### src/rtl/sdram_arb.sv
// rtl/sdram_arb.sv - SDRAM refresh/read/write arbiter; optional write aging via SDRAM_ARB_WR_AGE_EN
module sdram_arb #(
   parameter int REF_INTERVAL = 1500,
   parameter int WR_MAX_WAIT  = 4
) (
   input  logic        clk,
   input  logic        rst_n,
   input  logic        rd_req,
   input  logic [23:0] rd_addr,
   output logic        rd_gnt,
   input  logic        wr_req,
   input  logic [23:0] wr_addr,
   output logic        wr_gnt,
   output logic        seq_start,
   output logic [1:0]  seq_op,
   output logic [23:0] seq_addr,
   input  logic        seq_done,
   output logic        busy,
   output logic        ref_ovf
);

   localparam int CW = (REF_INTERVAL > 1) ? $clog2(REF_INTERVAL) : 1;

   localparam logic [1:0] OP_NOP = 2'b00;
   localparam logic [1:0] OP_RD  = 2'b01;
   localparam logic [1:0] OP_WR  = 2'b10;
   localparam logic [1:0] OP_REF = 2'b11;

   typedef enum logic [1:0] {IDLE, REF, RD, WR} state_t;

   state_t      state, state_n;
   logic [CW-1:0] ref_cnt;
   logic        ref_wrap;
   logic [1:0]  ref_pend;
   logic        ref_dec;
   logic        wr_aged;

   logic        start_n;
   logic [1:0]  op_n;
   logic [23:0] addr_n;
   logic        rd_gnt_n;
   logic        wr_gnt_n;

   assign ref_wrap = (ref_cnt == CW'(REF_INTERVAL - 1));
   assign busy     = (state != IDLE);

   // Free-running refresh interval counter, restarts from 0 after reset.
   always_ff @(posedge clk or negedge rst_n) begin
      if (!rst_n)        ref_cnt <= '0;
      else if (ref_wrap) ref_cnt <= '0;
      else               ref_cnt <= ref_cnt + 1'b1;
   end

   // Refresh backlog: +1 per wrap, -1 per REF entry; a wrap into a full backlog is sticky overflow.
   always_ff @(posedge clk or negedge rst_n) begin
      if (!rst_n) begin
         ref_pend <= 2'd0;
         ref_ovf  <= 1'b0;
      end else begin
         if (ref_wrap && !ref_dec) begin
            if (ref_pend == 2'd3) ref_ovf  <= 1'b1;
            else                  ref_pend <= ref_pend + 2'd1;
         end else if (!ref_wrap && ref_dec) begin
            ref_pend <= ref_pend - 2'd1;
         end
      end
   end

`ifdef SDRAM_ARB_WR_AGE_EN
   localparam int AW = $clog2(WR_MAX_WAIT + 1);
   logic [AW-1:0] age_cnt;

   // Counts reads granted ahead of a waiting write; saturates at the promotion threshold.
   always_ff @(posedge clk or negedge rst_n) begin
      if (!rst_n)                                              age_cnt <= '0;
      else if (wr_gnt_n)                                       age_cnt <= '0;
      else if (rd_gnt_n && wr_req && age_cnt < AW'(WR_MAX_WAIT)) age_cnt <= age_cnt + 1'b1;
   end

   assign wr_aged = wr_req && (age_cnt >= AW'(WR_MAX_WAIT));
`else
   assign wr_aged = 1'b0;
`endif

   // State register and registered launch/grant outputs.
   always_ff @(posedge clk or negedge rst_n) begin
      if (!rst_n) begin
         state     <= IDLE;
         seq_start <= 1'b0;
         seq_op    <= OP_NOP;
         seq_addr  <= '0;
         rd_gnt    <= 1'b0;
         wr_gnt    <= 1'b0;
      end else begin
         state     <= state_n;
         seq_start <= start_n;
         seq_op    <= op_n;
         seq_addr  <= addr_n;
         rd_gnt    <= rd_gnt_n;
         wr_gnt    <= wr_gnt_n;
      end
   end

   // Next-state selection: refresh, then (aged) write, then read, then write; busy states wait for seq_done.
   always_comb begin
      state_n  = state;
      start_n  = 1'b0;
      op_n     = OP_NOP;
      addr_n   = seq_addr;
      rd_gnt_n = 1'b0;
      wr_gnt_n = 1'b0;
      ref_dec  = 1'b0;
      case (state)
         IDLE: begin
            if (ref_pend != 2'd0) begin
               state_n = REF;
               start_n = 1'b1;
               op_n    = OP_REF;
               addr_n  = '0;
               ref_dec = 1'b1;
            end else if (wr_aged) begin
               state_n  = WR;
               start_n  = 1'b1;
               op_n     = OP_WR;
               addr_n   = wr_addr;
               wr_gnt_n = 1'b1;
            end else if (rd_req) begin
               state_n  = RD;
               start_n  = 1'b1;
               op_n     = OP_RD;
               addr_n   = rd_addr;
               rd_gnt_n = 1'b1;
            end else if (wr_req) begin
               state_n  = WR;
               start_n  = 1'b1;
               op_n     = OP_WR;
               addr_n   = wr_addr;
               wr_gnt_n = 1'b1;
            end
         end
         REF, RD, WR: begin
            if (seq_done) state_n = IDLE;
         end
         default: state_n = IDLE;
      endcase
   end

endmodule

### config.mk
export PLATFORM = sky130hd
export DESIGN_NAME = sdram_arb
export DESIGN_NICKNAME = d
export VERILOG_FILES = /design/src/rtl/sdram_arb.sv
export SDC_FILE = /design/constraint.sdc
export NUM_CORES = 1
export LEC_CHECK = 0
export ABC_AREA = 1
export ABC_CLOCK_PERIOD_IN_PS = 3400
export CORE_MARGIN = 3
export CORE_UTILIZATION = 45
export CTS_BUF_LIST = sky130_fd_sc_hd__clkbuf_8
export CTS_CLUSTER_DIAMETER = 120
export DETAILED_ROUTE_END_ITERATION = 8
export GPL_TIMING_DRIVEN = 0
export PLACE_DENSITY_LB_ADDON = 0.15
export SYNTH_ARGS = -nofsm -noshare
export SYNTH_HDL_FRONTEND = slang
export SYNTH_SLANG_ARGS = --single-unit
### constraint.sdc
create_clock -name clk -period 3.4 [get_ports clk]
set_clock_uncertainty 0.05 [all_clocks]
set_input_delay 0.68 -clock clk [delete_from_list [all_inputs] [get_ports clk]]
set_output_delay 0.68 -clock clk [all_outputs]
set_load 0.05 [all_outputs]
==> results of run 1 <==
## layout make-up
type / instances / area [um^2]
Inverter: 23 / 88.8
Sequential cell: 45 / 1130
Timing Repair Buffer: 83 / 836
Clock buffer: 5 / 68.8
Multi-Input combinational cell: 237 / 1000
Fill cell: 429 / 1530
Buffer: 13 / 98.8
Tap cell: 67 / 83.8
Clock inverter: 3 / 11.3
## cell usage in the layout (no fill, tap or decap), types with 5 or more instances in the layout
cell type and count:
buf_2 8, buf_6 5, clkbuf_8 5, clkdlybuf4s50_1 81, dfrtp_1 45, inv_1 22, nand2_1 155, nand3_1 9
nor2_1 27, o21ai_0 7, o21ai_1 20
## cells by family after synthesis
logic type,Yosys count,synth area share
flops,45,0.486
simple gates,200,0.338
compound gates,33,0.0778
fa+ha+maj,1,0.00540
xor+xnor,3,0.0113
buf+inv,36,0.0810
## synth_stat cells, types with 2 or more instances
master,instances,share of area
o21ai_0,7,0.015
a21oi_1,3,0.0065
inv_2,3,0.0049
dfrtp_1,45,0.49
nand3_1,9,0.019
nor2_1,27,0.044
xor2_1,3,0.011
buf_6,5,0.024
nand2_1,155,0.25
buf_2,7,0.015
nand2_2,2,0.0054
nand4_1,3,0.0081
inv_1,19,0.031
o21ai_1,20,0.043
## routing by layer
| layer | GRT usage | part of all wire |
|---|---|---|
| met1 | 0.242 | 0.45 |
| met5 | 0 | 0 |
| met3 | 0.0673 | 0.068 |
| met2 | 0.331 | 0.47 |
| met4 | 0.0534 | 0.012 |
## power groups by stage
stage	sequential, mW	combinational, mW	clock (mW)
2_1_floorplan	1.31	0.342	0
3_3_place_gp	0.781	1.33	0
3_5_place_dp	0.788	1.34	0
4_1_cts	0.780	1.35	0.309
5_1_grt	0.802	1.42	0.335
6_report	0.779	1.33	0.302
## critical path: stages, from the launching register on
cell	delay [ps]
dfrtp_1	390
nor2_2	280
inv_1	170
clkdlybuf4s50_1	740
## worst paths after layout
kind,to,slack [ps],depth (start not counted)
worst min-delay path,ref_cnt[10],230,1
max in group asynchronous,seq_addr[9],2590,2
worst max-delay path,busy,800,3
worst max register to register,ref_pend[0],1830,6
worst min register to register,ref_ovf,420,2
min in group clk,ref_ovf,420,2
## registers in the layout, summed over array words and instances, names as in the netlist
name and flops:
seq_addr 24, ref_cnt 11, ref_pend 2, seq_op 2, state 2, rd_gnt 1
ref_ovf 1, seq_start 1, wr_gnt 1
## stage by stage
step,cell area [um^2],util,hold WS [ps],std cells
after floorplan,2320,-,334,318
after global placement,3220,0.664,396,467
after detailed placement,3240,0.667,407,468
after CTS,3320,0.684,243,476
after global routing,3320,0.684,244,476
final,3320,0.684,233,476
==> results.tsv, run 1 <==
metric	value	unit
status	completed	
Fin Setup TNS	0	ps
sequential fraction of the synthesis area	0.486	
Clock power frac	0.125	
Post-synth EDFFs	0	
DPL Wire Length	4.31	mm
CTS max path bufs	2	
Max Slew Vio Count	0	
# Post-CTS Setup Buffers	0	
switching share of power	0.466	
Horiz. Die Dim	77.7	um
CTS tree	done	
Critical Path RT	2670	ps
combinational share of power	0.552	
H-tree levels	2	
Reg power frac	0.323	
Mapped Cells	318	
Mapped Avg Cell Area	7.28	um^2
post-synthesis cell type count	24	
CP startpoint	state[1]	
Critical Path Sink Type	output pin	
Setup violations, final	0	
Mapped Nets	372	
DRT iter0 DRCs	102	
CTS clk-pin slew, worst paths	80	ps
vias in the first global route	2105	
asr flop ratio synth	1.00	
MaxCap Viol Count	0	
VDD IR-drop max	0.346	mV
clk root buf	clkbuf_8	
synth-to-layout area growth	43.2	%
latest clock arrival within the worst-skew pair	290	ps
hold buffer count at CTS	0	
kind of critical path	flip-flop to output pin	
post-DR vias/cell	4.69	
Final Critical Period	2600	ps
Slew @ Worst Pin	535	ps
Port Buffers	82	
Pwr Total	2.42	mW
Nets	462	
row count	25	
first-pass GRT wire length	9.47	mm
via count	2233	
maximum number of pins on one net before global-route repair	31	
core area	4850	um^2
Psw	1.12	mW
Residual DRC	0	
Num CTS Buffers	5	
layout cell share with drive strength beyond 1	0.0685	
RR Startpoint	ref_cnt[0]	
Diodes inserted	0	
pre-CTS WS	1110	ps
IO Pins	84	
WL final	5.56	mm
RSZ-0062 raised after global routing	false	
Max FO, Critical Path	7	
Hold Vio Cnt, Final	0	
post-cts sizing count	0	
relative slew slack	0.642	
Pre-antenna DRT Iters	4	
per-cell routed wire length	11.7	um
CP startpoint kind	flip-flop	
PD cells	728	nW/um^2
total gr overflow	0	
initial cell density of the core	0.478	
Pint	1.29	mW
fin crit share	0.766	
LEAKAGE	1.70	nW
Final Wtd Congestion	0.839	
Yosys reg bits	45	
Die Height	77.7	um
Cell Area, Synth	2320	um^2
YS warnings	0	
GRT Util Overall	0.198	
clk sinks	45	
f_max	384	MHz
Hold Path Class	primary input to async pin	
ys flop type	dfrtp_1	
antenna-violating nets left	0	
full die area	6040	um^2
setup ws final	796	ps
Critical Path AT	1870	ps
antenna violations before repair	0	
Power figures use the tool's default switching activity.
==> inputs of run 2 (changes only) <==
ABC_CLOCK_PERIOD_IN_PS = 2310   (was 3400)
CORE_UTILIZATION = 42   (was 45)
clock period = 2.31 ns   (was 3.4 ns; I/O delays follow)
==> run 2 against run 1 <==
  * Critical path depth did not move
  * Sequential power rose by 46%
  * Wire length fell by 1.5%
  * Core utilization fell by 4.5 points
  * Flip-flop and latch count did not move
  * Critical path type unchanged
  * Largest power group unchanged
==> results.tsv, run 2 (synthesis results as in run 1) <==
metric	value	unit
status	completed	
Pint	1.92	mW
Num CTS Buffers	5	
Reg power frac	0.319	
CTS max path bufs	2	
Horiz. Die Dim	80.3	um
first-pass GRT wire length	9.52	mm
antenna violations before repair	0	
via count	2198	
Setup violations, final	0	
Hold Path Class	primary input to async pin	
Slew @ Worst Pin	537	ps
Max Slew Vio Count	0	
Pwr Total	3.58	mW
relative slew slack	0.641	
PD cells	1080	nW/um^2
post-DR vias/cell	4.60	
Critical Path AT	1580	ps
CP startpoint kind	flip-flop	
vias in the first global route	2170	
pre-CTS WS	257	ps
Fin Setup TNS	0	ps
worst-path cell chain	nor2_2 -> inv_1 -> dlygate4sd2_1	
Pre-antenna DRT Iters	4	
setup ws final	223	ps
clk root buf	clkbuf_8	
Top Registers	seq_addr x24, ref_cnt x11	
DRT iter0 DRCs	168	
Port Buffers	82	
per-cell routed wire length	11.4	um
antenna-violating nets left	0	
CTS clk-pin slew, worst paths	80	ps
Crit path largest cell delay	450	ps
combinational share of power	0.545	
Die Height	80.3	um
GRT Util Overall	0.186	
latest clock arrival within the worst-skew pair	290	ps
switching share of power	0.462	
synth-to-layout area growth	43.5	%
max reg flops	24	
row count	26	
f_max	479	MHz
Clock power frac	0.135	
Diodes inserted	0	
Psw	1.65	mW
Hold Vio Cnt, Final	0	
VDD IR-drop max	0.705	mV
Layout Cells excl Fill	478	
DP Cell Count	471	
Layout fillers	499	
H-tree levels	2	
Critical Path RT	1800	ps
initial cell density of the core	0.445	
Slowest cell on crit path	dlygate4sd2_1	
RSZ-0062 raised after global routing	false	
clk sinks	45	
Max FO, Critical Path	7	
maximum number of pins on one net before global-route repair	26	
Finished Core Util	0.639	
layout cell share with drive strength beyond 1	0.0711	
hold buffer count at CTS	0	
MaxCap Viol Count	0	
DPL Wire Length	4.22	mm
Final Critical Period	2090	ps
Residual DRC	0	
commonest non-fill, non-tap cells in the layout	nand2_1, clkdlybuf4s50_1, dfrtp_1	
core area	5200	um^2
total gr overflow	0	
Critical Path Sink Type	output pin	
Most flops, register	seq_addr	
Nets	462	
Final Wtd Congestion	0.797	
CTS tree	done	
fin crit share	0.904	
CP Buf/Inv Count	2	
IO Pins	84	
WL final	5.47	mm
CP top delay family	buffers and inverters	
kind of critical path	flip-flop to output pin	
full die area	6440	um^2
commonest non-fill, non-tap cell in the layout	nand2_1	
LEAKAGE	1.69	nW
## run 2: changes by cell type in the layout (fill, tap and decap cells not counted), sizes merged
cell           previous run  this run
clkdlybuf4s50            81        80
dlygate4sd2               0         1
inv                      26        24
clkbuf                    5         6
## run 2: area by class of cell
class / count / area (um^2) / share of cell area
inverter: 23 / 88.8 / 0.0267
tap: 70 / 87.6 / 0.0263
clock inverter: 1 / 3.75 / 0.00113
multi-input combinational: 237 / 1000 / 0.301
buffer: 13 / 98.8 / 0.0297
timing repair buffer: 83 / 835 / 0.251
sequential: 45 / 1130 / 0.339
clock buffer: 6 / 82.6 / 0.0248
## run 2: what timing repair did
item / CTS / global route
hold endpoints to repair: 0 / 0
setup endpoints to repair: 1 / 0
setup buffers: 0 / 0
resized for setup: 1 / 0
## run 2: power groups by stage
stage	registers [mW]	logic, mW	clock network, mW
CTS	1.15	1.97	0.493
global placement	1.15	1.96	0
floorplan	1.93	0.503	0
global route	1.17	2.08	0.527
finish	1.14	1.95	0.484
detailed placement	1.16	1.97	0
## run 2: per-stage QoR
stage | hold slack, ps | cell area (um^2)
3_5_place_dp | 399 | 3240
3_3_place_gp | 398 | 3220
5_1_grt | 98.4 | 3320
4_1_cts | 82.3 | 3320
2_1_floorplan | 116 | 2320
6_report | 65.1 | 3320
## run 2: per-layer routing
layer	part of all wire	global-route usage	wire length [um]
met4	0.013	0.0507	71
met1	0.43	0.224	2370
met2	0.46	0.312	2540
met5	0	0	0
met3	0.089	0.0684	487
## run 2: worst paths after layout
path | end | slack (ps) | start | depth (start not counted)
hold / removal | ref_cnt[2] | 70 | rst_n | 1
hold reg to reg | ref_ovf | 410 | ref_ovf | 2
min in group clk | ref_ovf | 410 | ref_ovf | 2
max in group asynchronous | seq_addr[4] | 1650 | rst_n | 2
setup reg to reg | ref_cnt[10] | 750 | ref_cnt[0] | 7
setup / recovery | busy | 220 | state[1] | 3
==> inputs of run 3 (changes only) <==
CTS_CLUSTER_DIAMETER = not set   (was 120)
==> results of run 3 <==
The final DEF is identical to that of run 2; final timing and power are the same.
